### src/rtl/pmem_arbiter.sv
// pmem_arbiter: shares the line-wide physical-memory port between icache and dcache.
// Define PMEM_ARB_RR_EN for round-robin on conflict; default is dcache-over-icache priority.
module pmem_arbiter #(
    parameter int ADDR_W = 32,
    parameter int LINE_W = 256
) (
    input  logic              clk,
    input  logic              rst,
    input  logic              i_read,
    input  logic [ADDR_W-1:0] i_address,
    output logic [LINE_W-1:0] i_rdata,
    output logic              i_resp,
    input  logic              d_read,
    input  logic              d_write,
    input  logic [ADDR_W-1:0] d_address,
    input  logic [LINE_W-1:0] d_wdata,
    output logic [LINE_W-1:0] d_rdata,
    output logic              d_resp,
    output logic              pm_read,
    output logic              pm_write,
    output logic [ADDR_W-1:0] pm_address,
    output logic [LINE_W-1:0] pm_wdata,
    input  logic [LINE_W-1:0] pm_rdata,
    input  logic              pm_resp
);
    localparam int OFF = $clog2(LINE_W / 8);
    localparam logic [ADDR_W-1:0] OFF_MASK = {{(ADDR_W - OFF){1'b0}}, {OFF{1'b1}}};

    typedef enum logic [1:0] {IDLE, SERVE_I, SERVE_D} state_t;

    state_t            state_q;
    logic              pm_read_q, pm_write_q;
    logic [ADDR_W-1:0] addr_q;
    logic [LINE_W-1:0] wdata_q;
    logic              d_req, i_req, grant_d;

    assign d_req = d_read | d_write;
    assign i_req = i_read;

`ifdef PMEM_ARB_RR_EN
    logic last_owner_q; // 1 = dcache won the most recent completed transaction
    assign grant_d = d_req & (~i_req | ~last_owner_q);
    always_ff @(posedge clk or posedge rst) begin
        if (rst)
            last_owner_q <= 1'b0;
        else if (state_q != IDLE && pm_resp)
            last_owner_q <= (state_q == SERVE_D);
    end
`else
    assign grant_d = d_req;
`endif

    always_ff @(posedge clk or posedge rst) begin
        if (rst) begin
            state_q    <= IDLE;
            pm_read_q  <= 1'b0;
            pm_write_q <= 1'b0;
            addr_q     <= '0;
            wdata_q    <= '0;
        end else if (state_q == IDLE) begin
            if (d_req | i_req) begin
                state_q    <= grant_d ? SERVE_D : SERVE_I;
                pm_read_q  <= grant_d ? ~d_write : 1'b1;
                pm_write_q <= grant_d & d_write;
                addr_q     <= (grant_d ? d_address : i_address) & ~OFF_MASK;
                wdata_q    <= d_wdata;
            end
        end else if (pm_resp) begin
            state_q    <= IDLE;
            pm_read_q  <= 1'b0;
            pm_write_q <= 1'b0;
        end
    end

    assign pm_read    = pm_read_q;
    assign pm_write   = pm_write_q;
    assign pm_address = addr_q;
    assign pm_wdata   = wdata_q;
    assign i_rdata    = pm_rdata;
    assign d_rdata    = pm_rdata;
    assign i_resp     = (state_q == SERVE_I) & pm_resp;
    assign d_resp     = (state_q == SERVE_D) & pm_resp;

`ifndef SYNTHESIS
    a_no_rw_both: assert property (@(posedge clk) disable iff (rst) !(d_read && d_write));
    a_no_idle_resp: assert property (@(posedge clk) disable iff (rst) !(state_q == IDLE && pm_resp));
    a_one_dir: assert property (@(posedge clk) disable iff (rst) !(pm_read && pm_write));
`endif
endmodule

### config.mk
export PLATFORM = sky130hd
export DESIGN_NAME = pmem_arbiter
export DESIGN_NICKNAME = d
export VERILOG_FILES = /design/src/rtl/pmem_arbiter.sv
export SDC_FILE = /design/constraint.sdc
export NUM_CORES = 1
export LEC_CHECK = 0
export ABC_AREA = 1
export BUFFER_PORTS_ARGS = -buffer_cell sky130_fd_sc_hd__buf_2
export CAP_MARGIN = 40
export CORE_AREA = 2 2 547 549
export CTS_CLUSTER_DIAMETER = 150
export DETAILED_ROUTE_END_ITERATION = 12
export DIE_AREA = 0 0 549 551
export GPL_ROUTABILITY_DRIVEN = 0
export SYNTH_ARGS = -nofsm -noshare
export SYNTH_HDL_FRONTEND = slang
export SYNTH_SLANG_ARGS = --single-unit
### constraint.sdc
create_clock -name clk -period 9.3 [get_ports clk]
set_clock_uncertainty 0.05 [all_clocks]
set_input_delay 0.93 -clock clk [delete_from_list [all_inputs] [get_ports clk]]
set_output_delay 0.93 -clock clk [all_outputs]
set_load 0.05 [all_outputs]
* After elaboration in Yosys (flattened, before gate mapping) *
Cells that the tools add are included.

operators by class
  eq/ne operators = 3
  reductions and logical operators = 4
  multiplexer cells = 11
  bitwise operators = 6

operator list
  operator              number
  $mux W32              1
  $mux W2               4
  $mux W1               6
  $reduce_and A2 Y1     2
  $and A1 B1 Y1         3
  $eq A2 B1 Y1 const B  1
  $eq A2 B2 Y1 const B  1
  $logic_not A2 Y1      1
  $ne A2 B1 Y1 const B  1
  $or A1 B1 Y1          2
  $reduce_bool A2 Y1    1
  $not A1 Y1            1

word-level totals
  word-level logic and storage cells = 29
  register bits after elaboration = 287
  bits of input ports = 582

* Longest topological paths before layout *
Gate-level depths: netlist of the first run.

  word-level depth = 4
  gate-level depth with buffers = 8

* Worst setup path before layout of the first run *
No wires, ideal clock.

  kind = input -> output
  from = in pm_resp
  to = out d_resp
  setup slack = 6314 ps
  arrival = 2006 ps
  path buffers = 0
  required time = 8320 ps
  stages on the path = 2
  cell sequence = inv_1 nor3_1

between the ends
  longest elaborated chain between the ends = 1

ends and longest elaborated chain
  item                RTL line  RTL
  start: declaration  24        input logic pm_resp
  $and A1 B1 Y1       82        assign d_resp = (state_q == SERVE_D) & pm_resp;
  end: declaration    18        output logic d_resp,

Every way passes these cells.

* Worst setup path in the final report of the first run *
  from = reg state_q[0]
  to = out i_resp

between the ends
  longest elaborated chain between the ends = 2

ends and longest elaborated chain
  item                      RTL line  RTL
  start: declaration        31        state_t state_q;
  start signal: assignment  62        state_q <= grant_d ? SERVE_D : SERVE_I;
  $eq A2 B1 Y1              81        assign i_resp = (state_q == SERVE_I) & pm_resp;
  $and A1 B1 Y1             81
  end: declaration          12        output logic i_resp,

Every way passes these cells.

==> impl_metrics.json, run 1 <==
{
  "start_util_pct": 5.073,
  "cp-end-kind": "output port",
  "vdd_drop_max_mv": 0.1829,
  "layout-drive-gt1-share_pct": 35.59,
  "clk_latency_ns": 0.65,
  "cp_slowest_cell": "buf_2",
  "grt_pass1_wl_mm": 201.0,
  "worstSetupStartpointType": "flop",
  "critPathKind": "reg2out",
  "routedWlPerCell_um": 29.86,
  "max-clock-path-buffers": 3,
  "hold_ws_ns": 0.2675,
  "crit_chain": "inv_2 -> nor3_1 -> buf_2",
  "synth_compound_area_share_pct": 0.09989,
  "root_buffer": "clkbuf_16",
  "worstPathArrival_ns": 1.68,
  "min_path_type": "in2async",
  "crit_buf_inv": 2,
  "synthMuxAreaShare_pct": 0,
  "dp_hpwl_mm": 158.3,
  "routed_via_density": 2.124,
  "mostFrequentLayoutCells": "nand2_1 (938), buf_2 (602), dfrtp_1 (287)",
  "cp_top_family": "buffers and inverters",
  "synth-simple-area-share_pct": 23.75,
  "slew_viol_final": 0,
  "ys_types": 15,
  "max_freq_ghz": 0.3756,
  "placed_area_mm2": 0.01904,
  "cts_tree": "done",
  "final-hold-violation-count": 0,
  "dr_total_vias": 12523,
  "ys_ff_latch": 287,
  "die_h_um": 551,
  "clock_sinks": 287,
  "p_leak_uw": 0.009593,
  "postSynthAreaPerCell_um2": 8.218,
  "rsz0062_at_grt": "no",
  "final_common_cell": "nand2_1",
  "slew_headroom_pct": 35.07,
  "dr.first_iter.drc_count": 960,
  "powerDensity_mw_per_mm2": 447.5,
  "ys_seq_area_share_pct": 47.78,
  "antenna_found_initial": 105,
  "totalWireLength_mm": 176.1,
  "fin_setup_tns_ns": 0,
  "numCtsBuffers": 41,
  "setup_violations": 0,
  "slowest_delay_ns": 0.43,
  "die_area_mm2": 0.3025,
  "io_buffers": 602,
  "cp.required_ns": 8.32,
  "drtAntennaViolNets": 0,
  "core_area_mm2": 0.2963,
  "syn2layout_area_growth_pct": 36.16,
  "nNetsFinal": 2492,
  "grt_overflow_total": 0,
  "dp_slack_ns": 6.093,
  "cts_setup_buffers": 0,
  "cts_resized": 0,
  "synthAdderAreaFrac_pct": 0,
  "dr.pass1.iters": 5,
  "critPathMaxFanout": 3,
  "setup_ws_ns": 6.638,
  "fin_crit_ns": 2.662,
  "num_rows": 200,
  "grtUsageTotal_pct": 11.15,
  "synth_top_family_by_area": "buffers and inverters",
  "grt_start_max_net_pins": 147,
  "cts.reportedPaths.clkPinSlew_ns": 0.06,
  "worst_pin_slew_ns": 0.9739,
  "cts.htree.levels": 2,
  "yosysWarnings": 0,
  "synthCells": 1829,
  "mappedNetlistArea_mm2": 0.01503,
  "fin_crit_sh_pct": 28.62,
  "grt_pass1_vias": 11875,
  "ioPinCount": 1386,
  "drc": 0,
  "die_w_um": 549,
  "drv_cap": 0,
  "hold_buffers": 0,
  "finalInstanceArea_mm2": 0.02047,
  "status": "finished clean",
  "synth_xor_xnor_area_share_pct": 0
}
-- worst reg2reg max path: cells and delay by family (launching register included) --
| kind | cells | cell delay (ns) |
|---|---|---|
| buffers and inverters | 3 | 0.68 |
| DFF | 1 | 0.38 |
| and+or+nand+nor | 4 | 1.23 |
-- synth_stat cells --
cell	count	area, µm²
nand2_1	938	3521
buf_4	526	3949
dfrtp_1	287	7182
buf_2	51	255.2
clkbuf_1	6	22.52
inv_1	5	18.77
nand3_1	4	20.02
inv_2	3	11.26
nand2_2	2	12.51
nor3_1	2	10.01
a21oi_2	1	8.760
buf_1	1	3.750
conb_1	1	3.750
nor2_2	1	6.260
o22ai_1	1	6.260
-- flip-flops by register name (all words and copies together) (netlist names) --
signal	flops
pm_address	27
pm_read	1
pm_wdata	256
pm_write	1
state_q	2
-- cell type report --
class / count / area [µm²]
inverters: 8 / 37.54
fillers: 34987 / 275800
repair buffers: 618 / 3258
well taps: 3939 / 4928
clock inverters: 14 / 191.4
multi-input cells: 954 / 3630
diodes: 19 / 47.55
flip-flops and latches: 287 / 7182
clock buffers: 58 / 1191
-- power breakdown --
part	total, µW	leakage, µW	internal [µW]	switching (µW)
Combinational	5240	0.00540	849	4390
Clock	1710	0.000678	979	732
Sequential	2210	0.00352	1870	338
-- metrics by stage --
step           power [µW]  utilization (%)  cells
2_1_floorplan        5956                -   1833
3_3_place_gp         7498            6.376   5800
3_5_place_dp         7530            6.425   5806
4_1_cts              9340            6.891   5878
5_1_grt              9759            6.902   5891
6_report             9158            6.908   5897
-- metal layers --
layer	part of all wire, %	routed length, µm	track usage (%)	up-vias
li1	-	-	-	5162
met1	18	32030	5.930	5291
met2	37	64290	14.12	1446
met3	38	66740	19.55	566
met4	7.0	12310	7.242	58
met5	0.41	718	0.8912	-
-- kinds of logic after synthesis --
logic type | count (synthesis)
AND/OR/NAND/NOR | 947
flip-flops | 287
buffers and inverters | 592
other | 1
AO/OA/AOI/OAI | 2
-- path summary, 6_finish.rpt --
check | startpoint | end | slack, ns | cells after the start
min in group clk | d_wdata[60] | pm_wdata[60]$_DFFE_PP0P_ | 0.41 | 3
setup / recovery | state_q[0]$_DFFE_PP0P_ | i_resp | 6.64 | 3
hold reg to reg | pm_wdata[4]$_DFFE_PP0P_ | pm_wdata[4]$_DFFE_PP0P_ | 0.42 | 2
max in group asynchronous | rst | pm_wdata[92]$_DFFE_PP0P_ | 7.83 | 4
hold / removal | rst | pm_wdata[27]$_DFFE_PP0P_ | 0.27 | 2
setup reg to reg | state_q[0]$_DFFE_PP0P_ | pm_wdata[177]$_DFFE_PP0P_ | 6.91 | 7
Note: power is estimated with default switching activity, not from simulation.
==> run 2, diff against run 1 <==
Clock period 9.3 ns to 2.45 ns, I/O delays scaled along.
==> impl_metrics.json, run 2 (synthesis results as in run 1) <==
{
  "status": "finished clean",
  "placed_area_mm2": 0.01930,
  "fin_crit_ns": 2.200,
  "syn2layout_area_growth_pct": 58.70,
  "start_util_pct": 5.073,
  "powerDensity_mw_per_mm2": 1497,
  "dp_hpwl_mm": 156.6,
  "die_w_um": 549,
  "dp.cells": 5832,
  "p_clk_share_pct": 17.9,
  "grt_overflow_total": 0,
  "critPathMaxFanout": 14,
  "dr_total_vias": 13849,
  "critPathKind": "in2reg",
  "drtAntennaViolNets": 0,
  "multi_input_comb_area_mm2": 0.003630,
  "cts_tree": "done",
  "worstSetupStartpointType": "input pin",
  "routed_via_density": 2.220,
  "setup_violations": 0,
  "swShare_pct": 59.36,
  "vdd_drop_max_mv": 0.7051,
  "clk_latency_ns": 0.65,
  "cp.required_ns": 2.94,
  "cts.htree.levels": 2,
  "routedWlPerCell_um": 28.06,
  "reg2reg_to": "pm_wdata[133]$_DFFE_PP0P_",
  "seqCellArea_mm2": 0.007182,
  "layout-drive-gt1-share_pct": 31.64,
  "grt_pass1_vias": 13977,
  "p_leak_uw": 0.01105,
  "io_buffers": 602,
  "num_rows": 200,
  "clock_sinks": 287,
  "totalWireLength_mm": 175.0,
  "die_area_mm2": 0.3025,
  "slew_headroom_pct": 58.31,
  "p_comb_share_pct": 58.4,
  "max_freq_ghz": 0.4546,
  "final_common_cell": "nand2_1",
  "drv_cap": 0,
  "nFillCells": 34682,
  "instances_no_fill": 6237,
  "grtUsageTotal_pct": 11.09,
  "rsz0062_at_grt": "no",
  "min_path_type": "in2async",
  "nNetsFinal": 2831,
  "power_switching_uw": 21190,
  "largest_register_ffs": 256,
  "p_seq_share_pct": 23.7,
  "die_h_um": 551,
  "root_buffer": "clkbuf_16",
  "fin_crit_sh_pct": 89.79,
  "drc": 0,
  "cts.reportedPaths.clkPinSlew_ns": 0.06,
  "slew_viol_final": 0,
  "finalPower_uw": 35700,
  "final-hold-violation-count": 0,
  "mostFrequentLayoutCells": "nand2_1 (938), buf_2 (602), dlygate4sd3_1 (313)",
  "grt_pass1_wl_mm": 204.3,
  "power.internal_uw": 14510,
  "ioPinCount": 1386,
  "grt_start_max_net_pins": 115,
  "core_area_mm2": 0.2963,
  "post-route-util_pct": 8.051,
  "worst_pin_slew_ns": 0.6239,
  "finalInstanceArea_mm2": 0.02385,
  "hold_ws_ns": 0.1081,
  "cp-end-kind": "flop",
  "dr.first_iter.drc_count": 1069,
  "max-clock-path-buffers": 3,
  "reg2reg_depth": 6,
  "r2r_slack_ns": 0.66,
  "dr.pass1.iters": 8,
  "timing.rr.start": "state_q[0]$_DFFE_PP0P_",
  "numCtsBuffers": 41,
  "antenna_found_initial": 80,
  "worstPathArrival_ns": 2.69,
  "cts_setup_buffers": 0
}
run 2: cell count changes in the layout (fill, tap and decap cells not counted), sizes merged:
cell / previous run / this run
buf: 618 / 644
inv: 10 / 13
diode: 19 / 16
clkinv: 8 / 11
dlygate4sd3: 0 / 313
clkinvlp: 1 / 5
clkbuf: 58 / 52
run 2: repair_timing:
| action | in CTS | in global routing |
|---|---|---|
| resized for setup | 0 | 0 |
| hold buffers | 313 | 0 |
| hold endpoints to repair | 342 | 0 |
run 2: layer usage:
metal  part of all wire [%]  track usage, %  vias up  routed length (µm)
met5                   0.34          0.8599        -                 597
met4                    8.0           7.432       42               14060
met3                     33           16.92      583               58390
met2                     36           14.18     1370               63050
met1                     22           7.247     6016               38880
li1                       -               -     5838                   -
run 2: power by group through the flow:
stage          logic (µW)  registers [µW]  clock network [µW]
5_1_grt             22400            8720                6810
6_report            20900            8460                6380
3_5_place_dp        20700            8410                   0
2_1_floorplan        6220           16400                   0
4_1_cts             21200            8410                6710
3_3_place_gp        20700            8360                   0
run 2: worst max path at each step:
stage / depth (start not counted) / slack (ns) / from / endpoint
3_3_place_gp: 7 / 0.32 / d_write / pm_address[5]$_DFFE_PP0P_
4_1_cts: 2 / 0.13 / state_q[0]$_DFFE_PP0P_ / d_resp
3_5_place_dp: 7 / 0.67 / d_write / pm_wdata[31]$_DFFE_PP0P_
5_1_grt: 3 / 0.12 / state_q[1]$_DFFE_PP0P_ / d_resp
2_1_floorplan: 1 / -1.65 / rst / pm_address[10]$_DFFE_PP0P_
6_report: 11 / 0.25 / d_write / pm_address[29]$_DFFE_PP0P_
run 2: metrics by stage:
step / setup TNS [ns] / worst slack (ns)
final: 0 / 0.2502
after global routing: 0 / 0.1198
after CTS: 0 / 0.1276
after detailed placement: 0 / 0.6717
after global placement: 0 / 0.3237
after floorplan: -473.61 / -1.650
run 2: area by class of cell:
class	instances	area share, %
Timing Repair Buffer	957	27.90
Multi-Input combinational cell	954	15.22
Inverter	8	0.1416
Clock inverter	24	1.023
Antenna cell	16	0.1678
Sequential cell	287	30.11
Tap cell	3939	20.66
Clock buffer	52	4.778
run 2: worst max-delay path, stage by stage:
cell	delay (ns)
dlygate4sd3_1	0.53
buf_2	0.18
inv_1	0.09
nand2_1	0.38
buf_16	0.32
buf_4	0.14
nand2_1	0.06
nand2_1	0.05
dlygate4sd3_1	0.55
nand2_1	0.07
nand2_1	0.07
==> run 3, diff against run 2 <==
--- a/config.mk
+++ b/config.mk
@@ -14,4 +14,5 @@
 export DIE_AREA = 0 0 549 551
 export GPL_ROUTABILITY_DRIVEN = 0
+export RECOVER_POWER = 100
 export SYNTH_ARGS = -nofsm -noshare
 export SYNTH_HDL_FRONTEND = slang
==> constraint.sdc (replaced) <==
create_clock -name clk -period 2.45 [get_ports clk]
set_clock_uncertainty 0.05 [all_clocks]
set_input_delay 0.49 -clock clk [delete_from_list [all_inputs] [get_ports clk]]
set_output_delay 0.49 -clock clk [all_outputs]
set_load 0.05 [all_outputs]
==> impl_metrics.json, run 3 (synthesis results as in run 1) <==
{
  "status": "finished clean",
  "syn2layout_area_growth_pct": 51.91,
  "die_h_um": 551,
  "layout-drive-gt1-share_pct": 25.74,
  "setup_ws_ns": 0.09064,
  "routedWlPerCell_um": 28.44,
  "antenna_found_initial": 84,
  "cts_resized": 0,
  "cp.required_ns": 2.98,
  "core_area_mm2": 0.2963,
  "drc": 0,
  "dr.first_iter.drc_count": 1025,
  "largest_register_ffs": 256,
  "worstSetupStartpointType": "input pin",
  "dp.cells": 5832,
  "fin_crit_sh_pct": 96.30,
  "dr_total_vias": 13661,
  "grt_start_max_net_pins": 77,
  "final_common_cell": "nand2_1",
  "max_freq_ghz": 0.4238,
  "dp_hpwl_mm": 156.8,
  "worst_pin_slew_ns": 1.261,
  "mostFrequentLayoutCells": "nand2_1 (939), buf_2 (317), dfrtp_1 (287)",
  "max-clock-path-buffers": 3,
  "drtAntennaViolNets": 0,
  "cts_setup_buffers": 0,
  "nNetsFinal": 2752,
  "ioPinCount": 1386,
  "final-hold-violation-count": 0,
  "totalWireLength_mm": 174.9,
  "routed_via_density": 2.221,
  "grt_pass1_vias": 13549,
  "nFillCells": 34832,
  "slew_viol_final": 0,
  "io_buffers": 602,
  "die_area_mm2": 0.3025,
  "grt_pass1_wl_mm": 202.5,
  "instances_no_fill": 6150,
  "hold_buffers": 234,
  "clk_latency_ns": 0.65,
  "cp-end-kind": "flop",
  "numCtsBuffers": 41,
  "fin_crit_ns": 2.359,
  "num_rows": 200,
  "fin_setup_tns_ns": 0,
  "cts_tree": "done",
  "dp_slack_ns": 0.4773,
  "hold_ws_ns": 0.06200,
  "min_path_type": "in2reg",
  "start_util_pct": 5.073,
  "rsz0062_at_grt": "no",
  "root_buffer": "clkbuf_16",
  "grt_overflow_total": 0,
  "die_w_um": 549,
  "cts.reportedPaths.clkPinSlew_ns": 0.06,
  "dr.pass1.iters": 5,
  "setup_violations": 0,
  "worstPathArrival_ns": 2.89,
  "critPathMaxFanout": 56,
  "cts.htree.levels": 2,
  "critPathKind": "in2reg",
  "vdd_drop_max_mv": 0.7165,
  "drv_cap": 0,
  "grtUsageTotal_pct": 11.05,
  "placed_area_mm2": 0.01930,
  "p_leak_uw": 0.01025,
  "slew_headroom_pct": 15.95,
  "clock_sinks": 287,
  "finalInstanceArea_mm2": 0.02283,
  "powerDensity_mw_per_mm2": 1564
}
-- run 3: worst max-delay path, cell delays in order --
cell and delay [ns]:
dlygate4sd3_1 0.69, buf_2 0.17, inv_1 0.05, a21oi_1 0.54
buf_12 0.26, buf_12 0.26, nand2_1 0.21, nand2_1 0.11
-- run 3: final timing paths --
| check | from | endpoint | slack (ns) | cells after the start |
|---|---|---|---|---|
| max | i_read | pm_wdata[211]$_DFFE_PP0P_ | 0.09 | 8 |
| min | d_wdata[22] | pm_wdata[22]$_DFFE_PP0P_ | 0.06 | 3 |
| min in group asynchronous | rst | pm_wdata[220]$_DFFE_PP0P_ | 0.43 | 4 |
| min reg2reg | pm_wdata[115]$_DFFE_PP0P_ | pm_wdata[115]$_DFFE_PP0P_ | 0.43 | 2 |
| max reg2reg | state_q[0]$_DFFE_PP0P_ | pm_wdata[211]$_DFFE_PP0P_ | 0.24 | 7 |
| max in group asynchronous | rst | pm_address[10]$_DFFE_PP0P_ | 0.34 | 5 |
-- run 3: routing by layer --
layer	vias up	share of wire, %	GRT usage, %
met1	5935	21	6.929
met4	42	7.5	7.139
met3	592	34	17.25
li1	5661	-	-
met5	-	0.40	1.048
met2	1431	37	14.30
-- run 3: area by class of cell --
type / instances / area (µm²) / area share, %
flip-flops and latches: 287 / 7182 / 31.45
repair buffers: 878 / 5600 / 24.53
well taps: 3939 / 4928 / 21.58
multi-input cells: 954 / 3607 / 15.80
clock buffers: 55 / 1139 / 4.987
clock inverters: 17 / 315.3 / 1.381
inverters: 8 / 31.28 / 0.1370
diodes: 12 / 30.03 / 0.1315
-- run 3: power by group --
part	leakage (µW)	switching [µW]	internal, µW
Clock	0.000714	2700	4110
Sequential	0.00352	1460	7100
Combinational	0.00602	17100	3240
Total	0.0102	21300	14500
-- run 3: through the flow --
stage / power [µW] / util (%)
3_5_place_dp: 29210 / 6.513
3_3_place_gp: 29170 / 6.504
6_report: 35720 / 7.706
5_1_grt: 37860 / 7.702
4_1_cts: 36770 / 7.794
2_1_floorplan: 22610 / -
